### src/rtl/stopwatch_clock.sv
// Four free-running 50 %-duty square-wave generators derived from CLK_REF.
// Each channel toggles its registered output every HALF_* reference cycles.
module stopwatch_clock #(
    parameter int unsigned HALF_FAST  = 100_000,
    parameter int unsigned HALF_2HZ   = 25_000_000,
    parameter int unsigned HALF_1HZ   = 50_000_000,
    parameter int unsigned HALF_BLINK = 12_500_000
) (
    input  logic CLK_REF,
    input  logic RST,
    output logic CLK_FAST,
    output logic CLK_2HZ,
    output logic CLK_1HZ,
    output logic CLK_BLINK
);

    localparam int NCH = 4;

    // Channel order: 0 fast, 1 2 Hz, 2 1 Hz, 3 blink.
    function automatic logic [31:0] terminal_count(input int ch);
        case (ch)
            0:       terminal_count = 32'(HALF_FAST - 1);
            1:       terminal_count = 32'(HALF_2HZ - 1);
            2:       terminal_count = 32'(HALF_1HZ - 1);
            default: terminal_count = 32'(HALF_BLINK - 1);
        endcase
    endfunction

    logic [31:0]    cnt_q [NCH];
    logic [31:0]    cnt_d [NCH];
    logic [NCH-1:0] wave_q;
    logic [NCH-1:0] wave_d;

    always_comb begin
        // NOTE: every combinational output gets a default first so no path leaves it unassigned (no latch).
        wave_d = wave_q;
        for (int i = 0; i < NCH; i++) begin
            cnt_d[i] = cnt_q[i] + 32'd1;
            if (cnt_q[i] == terminal_count(i)) begin
                cnt_d[i]  = '0;
                wave_d[i] = ~wave_q[i];
            end
        end
    end

    // Reset wins over a toggle due on the same edge, so outputs always restart low together.
    always_ff @(posedge CLK_REF) begin
        // NOTE: sequential state uses non-blocking assignments so all flops update from pre-edge values.
        if (RST) begin
            for (int i = 0; i < NCH; i++) cnt_q[i] <= '0;
            wave_q <= '0;
        end else begin
            for (int i = 0; i < NCH; i++) cnt_q[i] <= cnt_d[i];
            wave_q <= wave_d;
        end
    end

    assign CLK_FAST  = wave_q[0];
    assign CLK_2HZ   = wave_q[1];
    assign CLK_1HZ   = wave_q[2];
    assign CLK_BLINK = wave_q[3];

endmodule

### config.mk
export PLATFORM = sky130hd
export DESIGN_NAME = stopwatch_clock
export DESIGN_NICKNAME = d
export VERILOG_FILES = /design/src/rtl/stopwatch_clock.sv
export SDC_FILE = /design/constraint.sdc
export NUM_CORES = 1
export LEC_CHECK = 0
export ABC_CLOCK_PERIOD_IN_PS = 2100
export CELL_PAD_IN_SITES_DETAIL_PLACEMENT = 1
export CELL_PAD_IN_SITES_GLOBAL_PLACEMENT = 1
export CORE_MARGIN = 8
export CORE_UTILIZATION = 44
export DETAILED_ROUTE_END_ITERATION = 16
export PLACE_DENSITY_LB_ADDON = 0.1
export SLEW_MARGIN = 25
export SYNTH_ARGS = -nofsm -noshare
export SYNTH_HDL_FRONTEND = slang
export SYNTH_SLANG_ARGS = --single-unit
### constraint.sdc
create_clock -name CLK_REF -period 2.1 [get_ports CLK_REF]
set_clock_uncertainty 0.05 [all_clocks]
set_input_delay 0.315 -clock CLK_REF [delete_from_list [all_inputs] [get_ports CLK_REF]]
set_output_delay 0.315 -clock CLK_REF [all_outputs]
set_load 0.01 [all_outputs]
==> results of run 1 <==
==> registers in the layout, summed over array words and instances, names as in the netlist <==
signal  cells
cnt_q     128
wave_q      4
==> stage by stage <==
stage	total power, µW	util	TNS (ps)	instance area (µm²)
after floorplan	2696	-	0	6035
after global placement	2729	0.4895	0	6507
after detailed placement	2738	0.4895	-1446	6507
after CTS	5928	0.5400	0	7179
after global routing	6034	0.5422	0	7208
final	5861	0.5422	0	7208
==> worst min path at each step <==
stage,endpoint,cells past startpoint
global route,cnt_q[1][0]$_SDFF_PP0_,1
finish,cnt_q[0][0]$_SDFF_PP0_,1
global placement,cnt_q[2][0]$_SDFF_PP0_,1
floorplan,cnt_q[2][0]$_SDFF_PP0_,1
CTS,cnt_q[0][0]$_SDFF_PP0_,1
detailed placement,cnt_q[2][0]$_SDFF_PP0_,1
==> cell usage in the layout (no fill, tap or decap), drive strengths merged, types with 6 or more instances in the layout <==
cell / Yosys / routed
buf: 15 / 42
o21ai: 6 / 6
and2: 6 / 6
xor2: 76 / 76
a21oi: 9 / 9
inv: 11 / 11
nor2: 138 / 138
nand4: 48 / 48
nor4: 22 / 22
dfxtp: 132 / 132
clkbuf: 9 / 22
nor3: 22 / 22
nand3: 51 / 51
xnor2: 36 / 36
and3: 19 / 19
nand2: 46 / 46
and4: 15 / 15
or3: 8 / 8
==> cell type report <==
class | count | share of cell area
Multi-Input combinational cell | 536 | 0.4532
Sequential cell | 132 | 0.3666
Tap cell | 176 | 0.03055
Clock buffer | 22 | 0.06718
Inverter | 11 | 0.005728
Timing Repair Buffer | 47 | 0.05589
Clock inverter | 9 | 0.02083
==> metal layers <==
layer / routed length, µm / global-route usage
met5: 0 / 0
met4: 236 / 0.07299
met3: 408 / 0.04211
met2: 6991 / 0.2860
met1: 6821 / 0.2036
==> kinds of logic (layout without fill, tap and decap cells) <==
kind of cell,Yosys count,in the layout
AO/OA/AOI/OAI,27,28
XOR/XNOR,112,112
buffers and inverters,35,89
AND/OR/NAND/NOR,392,392
flip-flops,132,132
adder cells (fa/ha/maj),4,4
==> power groups by stage <==
stage / registers (µW) / clock network [µW] / logic, µW
floorplan: 2610 / 0 / 89.2
global placement: 2610 / 0 / 118
detailed placement: 2610 / 0 / 126
CTS: 2560 / 3240 / 130
global route: 2560 / 3330 / 144
finish: 2560 / 3170 / 127
==> repair_timing <==
action,in CTS,in global routing
setup buffers,3,0
setup endpoints to repair,28,10
pin swaps,3,0
cloned,1,0
resized for setup,1,5
==> summary.txt, run 1 <==
Clock tree
  – TritonCTS clock tree: yes
  – Cts hold-fix bufs: 0
  – Clock slew at reported path FFs: 60 ps
  – H-tree levels: 4
  – CTS buffer count: 17
  – Clock Path Buffers: 2
  – Worst skew pair latency: roughly 420 ps
  – CTS root buf: clkbuf_16
  – Num Clock Sinks: 132

Setup path
  – Crit-path max cell delay: 740 ps
  – Worst path slowest cell: or4_1
  – R2R Path End: cnt_q[1][31]$_SDFF_PP0_
  – Worst Setup SP: cnt_q[1][3]$_SDFF_PP0_
  – Crit path max-delay family: simple AND/OR/NAND/NOR gates
  – WP buf/inv: 0
  – R2r startpoint: cnt_q[1][3]$_SDFF_PP0_
  – Setup crit end: cnt_q[1][31]$_SDFF_PP0_
  – CP max FO: 8
  – Worst R2R Path Depth: 5
  – Crit. End Element: flop
  – Critical path class: flop to flop
  – CP Launch Type: flop
  – Cell Chain, Critical Path: nand4_2, or4_1, nor4_2, xnor2_1, nor2_1
  – Worst path required time: ~2400 ps
  – Levels on crit path: 5
  – R2r setup slk: approximately 79 ps
  – Crit path DAT: 2270 ps

STA
  – Final setup viols: 0
  – Final Hold Fails: 0
  – Fin worst setup slack: 78.95 ps
  – FMAX: 0.4948 GHz
  – Hold slack: 414.5 ps
  – RSZ-0062 raised after global routing: no
  – Period minus WS final: between 2000 and 2500 ps
  – Worst rel slew slack: 0.6382
  – Worst slew pin tran: 537.7 ps
  – Final worst-path cycle share: 0.9624
  – Max-slew violations: 0

Final layout
  – Ant diodes: 0
  – Area growth syn-to-layout: 19.45%
  – FILL cells: 1559
  – Layout cells sized above 1: 0.1202
  – Register area: 2643 µm²
  – Multi-input logic area: 3267 µm²
  – Layout net count: 751
  – Non-Filler Instances: ~930

Placement
  – RePlAce Congestion: between 0.7 and 0.8
  – DP Wirelength: between 9 and 10 mm
  – Port Buffer Count: 5
  – Placed insts: around 900
  – Setup WS pre-CTS: -73.25 ps

Pwr
  – Clock power frac: 0.542
  – P_leak: 0.002615 µW
  – Cell Int Power: 4680 µW
  – Register share of total power: 0.437
  – Peak supply drop: between 0.0005 and 0.0006 V
  – Combinational power share: 0.022
  – Power Density: 813.1 nW/µm²
  – Sw Pwr: 1180 µW
  – Switching Fraction: 0.2014

Drt
  – Avg WL per Cell: 15.50 µm
  – Iteration-0 DRC Markers: 280
  – Initial DRT Pass Iterations: 4
  – Via-to-Cell Ratio: 5.434
  – Post-route ant nets: 0
  – Via Count: roughly 5100
  – Final WL: around 14 mm
  – Residual DRC: 0

Run status
  – Status: completed

Synth
  – Post-synthesis compound-gate area fraction: 0.02882
  – Simple logic cell fraction of the synthesized area: 0.3344
  – Synth top area share: 0.4379
  – Mapped Cells: 702
  – Synth Flop Type: dfxtp_1
  – Netlist cell types: 42
  – Post-synthesis mux area share: 0
  – Seq cells post-synth: 132
  – Synthesized-area fraction occupied by adder cells: 0.008294
  – Top cells by count, synth: nor2_1 (138), dfxtp_1 (132), xor2_1 (76)
  – Seq/Total Area, Yosys: 0.4379
  – Main combinational cell family by area after synthesis: simple AND/OR/NAND/NOR gates
  – Syn. warnings: 0
  – Synth Area per Inst: around 8.6 µm²
  – Cell with the most instances after synthesis: nor2_1
  – Post-Syn Area: 6035 µm²
  – Post-synth ARST share: 0
  – Largest cells by area after synthesis: dfxtp_1 (44%), xor2_1 (11%), nor2_1 (8.6%)
  – XOR/XNOR share of the synthesized area: 0.1626
  – Cell taking the most area after synthesis: dfxtp_1
  – EDFF count, synth: 0
  – Syn nets: 708

Worst hold path
  – Worst Min Path Start: cnt_q[0][0]$_SDFF_PP0_
  – Worst hold path class: flop to flop

Floorplan
  – Die W: 133.1 µm
  – Starting Density: 0.4539
  – Total Die Area: 17720 µm²
  – Core Box Area: 13300 µm²
  – Rows: 42
  – Die height: 133.1 µm
  – Ports: 6

GRT
  – Global-route wire length before repair: about 25 mm
  – GRT Total Usage: 0.1706
  – Largest net degree at the start of global routing: 33
  – Initial antenna violation count: 0
  – Vias in the first global route: 5348
  – Remaining global-route overflow: 0

Flow run
  – Max-Cap Viols: 0
Note: power is estimated with default switching activity, not from simulation.
==> run 2, diff against run 1 <==
CAP_MARGIN = 20   (was not set)
==> results of run 2 <==
Same layout as run 1: the final DEF is identical, and so are final timing and power.
==> run 3, diff against run 2 <==
ABC_CLOCK_PERIOD_IN_PS = 1650   (was 2100)
CTS_BUF_LIST = sky130_fd_sc_hd__clkbuf_16   (was not set)
clock period = 1.65 ns   (was 2.1 ns; I/O delays follow)
==> run 3 against run 2 <==
  * The flow now stops in global routing (5_1_grt)
  * Synthesized cell count unchanged
  * Area after synthesis unchanged
==> summary.txt, run 3 <==
Clock tree
  – Cts hold-fix bufs: 0
  – Num Clock Sinks: between 100 and 150
  – Clock Path Buffers: 2
  – CTS buffer count: 17
  – CTS root buf: clkbuf_16
  – H-tree levels: 4

Floorplan
  – Die W: 133.1 µm
  – Starting Density: 0.4539
  – Ports: 6
  – Rows: 42
  – Die height: 133.1 µm

Synth
  – Synth top area share: 0.4379
  – Seq cells post-synth: 132
  – Post-Syn Area: approximately 6000 µm²
  – Post-synth ARST share: 0
  – EDFF count, synth: 0
  – Cell with the most instances after synthesis: nor2_1
  – Top cells by count, synth: nor2_1 (138), dfxtp_1 (132), xor2_1 (76)
  – Syn nets: 708
  – Synth Area per Inst: 8.596 µm²
  – Synth Flop Type: dfxtp_1
  – Mapped Cells: 702
  – Seq/Total Area, Yosys: 0.4379
  – Syn. warnings: 0
  – Largest cells by area after synthesis: dfxtp_1 (44%), xor2_1 (11%), nor2_1 (8.6%)
  – Cell taking the most area after synthesis: dfxtp_1
  – Netlist cell types: between 40 and 50

Placement
  – DP Wirelength: roughly 12 mm
  – Port Buffer Count: 5
  – Area after DPL: 7466 µm²
  – RePlAce Congestion: 0.8180

GRT
  – Largest net degree at the start of global routing: 17
  – Initial antenna violation count: 1

Run status
  – Halt Stage: global routing (5_1_grt)
  – Run-stopping error: [ERROR DPL-0033] detailed placement checks failed during check placement.
  – Status: aborted with a tool error

STA
  – Worst_ep kind: register data pin
  – Worst-path endpoint after global-route repair_timing: wave_q[2]$_SDFFE_PP0N_/D
run 3: logic make-up after synthesis:
kind of cell	share of synthesized area
AO/OA/AOI/OAI	0.02882
XOR/XNOR	0.1626
adder cells (fa/ha/maj)	0.008294
buffers and inverters	0.02799
flip-flops	0.4379
AND/OR/NAND/NOR	0.3344
run 3: through the flow:
| step | setup slack (ps) | util | std cells | hold slack, ps |
|---|---|---|---|---|
| after floorplan | -282.7 | - | 702 | 352.1 |
| after global placement | -396.7 | 0.5615 | 1002 | 428.5 |
| after detailed placement | -442.0 | 0.5615 | 1002 | 443.7 |
| after CTS | -421.6 | 0.6887 | 1083 | 450.6 |
run 3: timing repair:
item | CTS
resized for setup | 142
cloned | 13
endpoints found under the hold margin | 0
pin swaps | 91
setup buffers | 37
endpoints found under the setup margin | 124
==> run 4, diff against run 3 <==
ABC_CLOCK_PERIOD_IN_PS = 2150   (was 1650)
CELL_PAD_IN_SITES_DETAIL_PLACEMENT = not set   (was 1)
CELL_PAD_IN_SITES_GLOBAL_PLACEMENT = not set   (was 1)
CORE_UTILIZATION = 32   (was 44)
CTS_BUF_LIST = not set   (was sky130_fd_sc_hd__clkbuf_16)
PLACE_DENSITY_LB_ADDON = 0.15   (was 0.1)
clock period = 2.15 ns   (was 1.65 ns; I/O delays follow)
==> run 4 against run 3 <==
  * The run now ends clean
==> summary.txt, run 4 (synthesized netlist as in run 1, its figures left out) <==
Final layout
  – Layout cells sized above 1: 0.1116
  – Top reg by flops: cnt_q
  – Max reg flops: 128
  – Ant diodes: 0
  – Non-Filler Cell Area, Final: 7179 µm²
  – Commonest cells after routing, fill and taps aside: nor2_1 (138), dfxtp_1 (132), xor2_1 (76), nand3_1 (50), nand4_1 (47)
  – Area growth syn-to-layout: 18.97%
  – Finished Core Util: 0.3864
  – Non-Filler Instances: 987
  – Biggest regs: cnt_q (128), wave_q (4)
  – Most common cell after layout, fill and taps aside: nor2_1
  – Layout net count: 746

STA
  – FMAX: between 0.5 and 0.6 GHz
  – Final setup viols: 0
  – Final worst-path cycle share: 0.9244
  – Worst rel slew slack: 0.6204
  – Hold slack: 401.7 ps
  – Final Hold Fails: 0
  – RSZ-0062 raised after global routing: no
  – Fin worst setup slack: ~160 ps
  – Max-slew violations: 0
  – Period minus WS final: 1988 ps
  – Worst slew pin tran: 564.2 ps

Setup path
  – Worst path slowest cell: or4b_1
  – Worst R2R Path Depth: 6
  – Cell Chain, Critical Path: or4b_1, or3_4, nor4_4, buf_4, a21o_4, nor2_1
  – Crit path max-delay family: simple AND/OR/NAND/NOR gates
  – CP max FO: 13
  – Crit-path max cell delay: 550 ps
  – R2r setup slk: 160 ps
  – R2r startpoint: cnt_q[2][26]$_SDFF_PP0_
  – WP buf/inv: 1
  – Crit. End Element: flop
  – Crit path DAT: 2240 ps
  – Critical path class: flop to flop
  – Worst path required time: between 2000 and 2500 ps
  – CP Launch Type: flop
  – R2R Path End: cnt_q[2][9]$_SDFF_PP0_

Worst hold path
  – Worst Min Path Start: cnt_q[2][0]$_SDFF_PP0_
  – WHS Path Cells: 1
  – Worst hold path class: flop to flop
  – Worst Hold End: cnt_q[2][0]$_SDFF_PP0_

Pwr
  – Peak supply drop: 0.0005807 V
  – Power Density: 760.1 nW/µm²
  – P_leak: 0.002565 µW

Drt
  – Initial DRT Pass Iterations: 6
  – Avg WL per Cell: 12.80 µm
  – Post-route ant nets: 0
  – Residual DRC: 0
  – Final WL: 12.64 mm
  – Via Count: 4848
  – Via-to-Cell Ratio: approximately 5
  – Iteration-0 DRC Markers: 246

Floorplan
  – Total Die Area: 23510 µm²
  – Ports: 6
  – Die W: 153.3 µm
  – Starting Density: 0.3248
  – Rows: 50
  – Core Box Area: 18580 µm²
  – Die height: 153.3 µm

Clock tree
  – Num Clock Sinks: 132
  – Cts hold-fix bufs: 0
  – H-tree levels: 4
  – CTS root buf: clkbuf_16
  – CTS buffer count: 17
  – Worst skew pair latency: 420 ps
  – Clock slew at reported path FFs: about 50 ps
  – TritonCTS clock tree: yes
  – Clock Path Buffers: 2

Placement
  – Placed insts: 952
  – RePlAce Congestion: between 0.7 and 0.8
  – Setup WS pre-CTS: -19.66 ps
  – Port Buffer Count: 5
  – Area after DPL: 6550 µm²
  – DP Wirelength: approximately 8.4 mm

GRT
  – Remaining global-route overflow: 0
  – Initial antenna violation count: 0
  – Largest net degree at the start of global routing: 33
  – Global-route wire length before repair: 21.96 mm
  – GRT Total Usage: 0.1128
  – Vias in the first global route: 4624

Flow run
  – Max-Cap Viols: 0

Run status
  – Status: completed
[run 4: power breakdown]
group | switching, µW | leakage (µW) | internal [µW]
logic | 73.6 | 0.00121 | 51.4
registers | 25.9 | 0.00107 | 2470
clock network | 1050 | 0.000285 | 1780
total | 1150 | 0.00256 | 4310
[run 4: area by class of cell]
type	count	area [µm²]
fill	1882	11400
multi-input combinational	536	3258
sequential	132	2643
clock buffer	22	474.2
timing repair buffer	42	365.4
tap	234	292.8
clock inverter	10	105.1
inverter	11	41.29
[run 4: worst max-delay path by stage]
stage	from	to	depth (start not counted)
2_1_floorplan	cnt_q[2][26]$_SDFF_PP0_	cnt_q[2][9]$_SDFF_PP0_	6
3_3_place_gp	cnt_q[2][26]$_SDFF_PP0_	cnt_q[2][26]$_SDFF_PP0_	5
3_5_place_dp	cnt_q[2][26]$_SDFF_PP0_	cnt_q[2][9]$_SDFF_PP0_	5
4_1_cts	cnt_q[2][26]$_SDFF_PP0_	wave_q[2]$_SDFFE_PP0N_	5
5_1_grt	cnt_q[1][3]$_SDFF_PP0_	cnt_q[1][31]$_SDFF_PP0_	5
6_report	cnt_q[2][26]$_SDFF_PP0_	cnt_q[2][9]$_SDFF_PP0_	6
[run 4: per-layer routing]
metal / track usage / vias up / share of wire
li1: - / 2508 / -
met3: 0.03101 / 19 / 0.034
met5: 0 / - / 0
met2: 0.1753 / 59 / 0.45
met1: 0.1434 / 2262 / 0.50
met4: 0.04995 / 0 / 0.018
[run 4: timing repair]
action	in CTS	in global routing
resized for setup	1	3
setup buffers	0	2
pin swaps	1	2
setup endpoints to repair	25	53
gates cloned	1	0
[run 4: through the flow]
stage / power, µW / setup TNS [ps]
2_1_floorplan: 2633 / 0
3_3_place_gp: 2669 / 0
3_5_place_dp: 2675 / -166.9
4_1_cts: 5551 / 0
5_1_grt: 5688 / 0
6_report: 5457 / 0
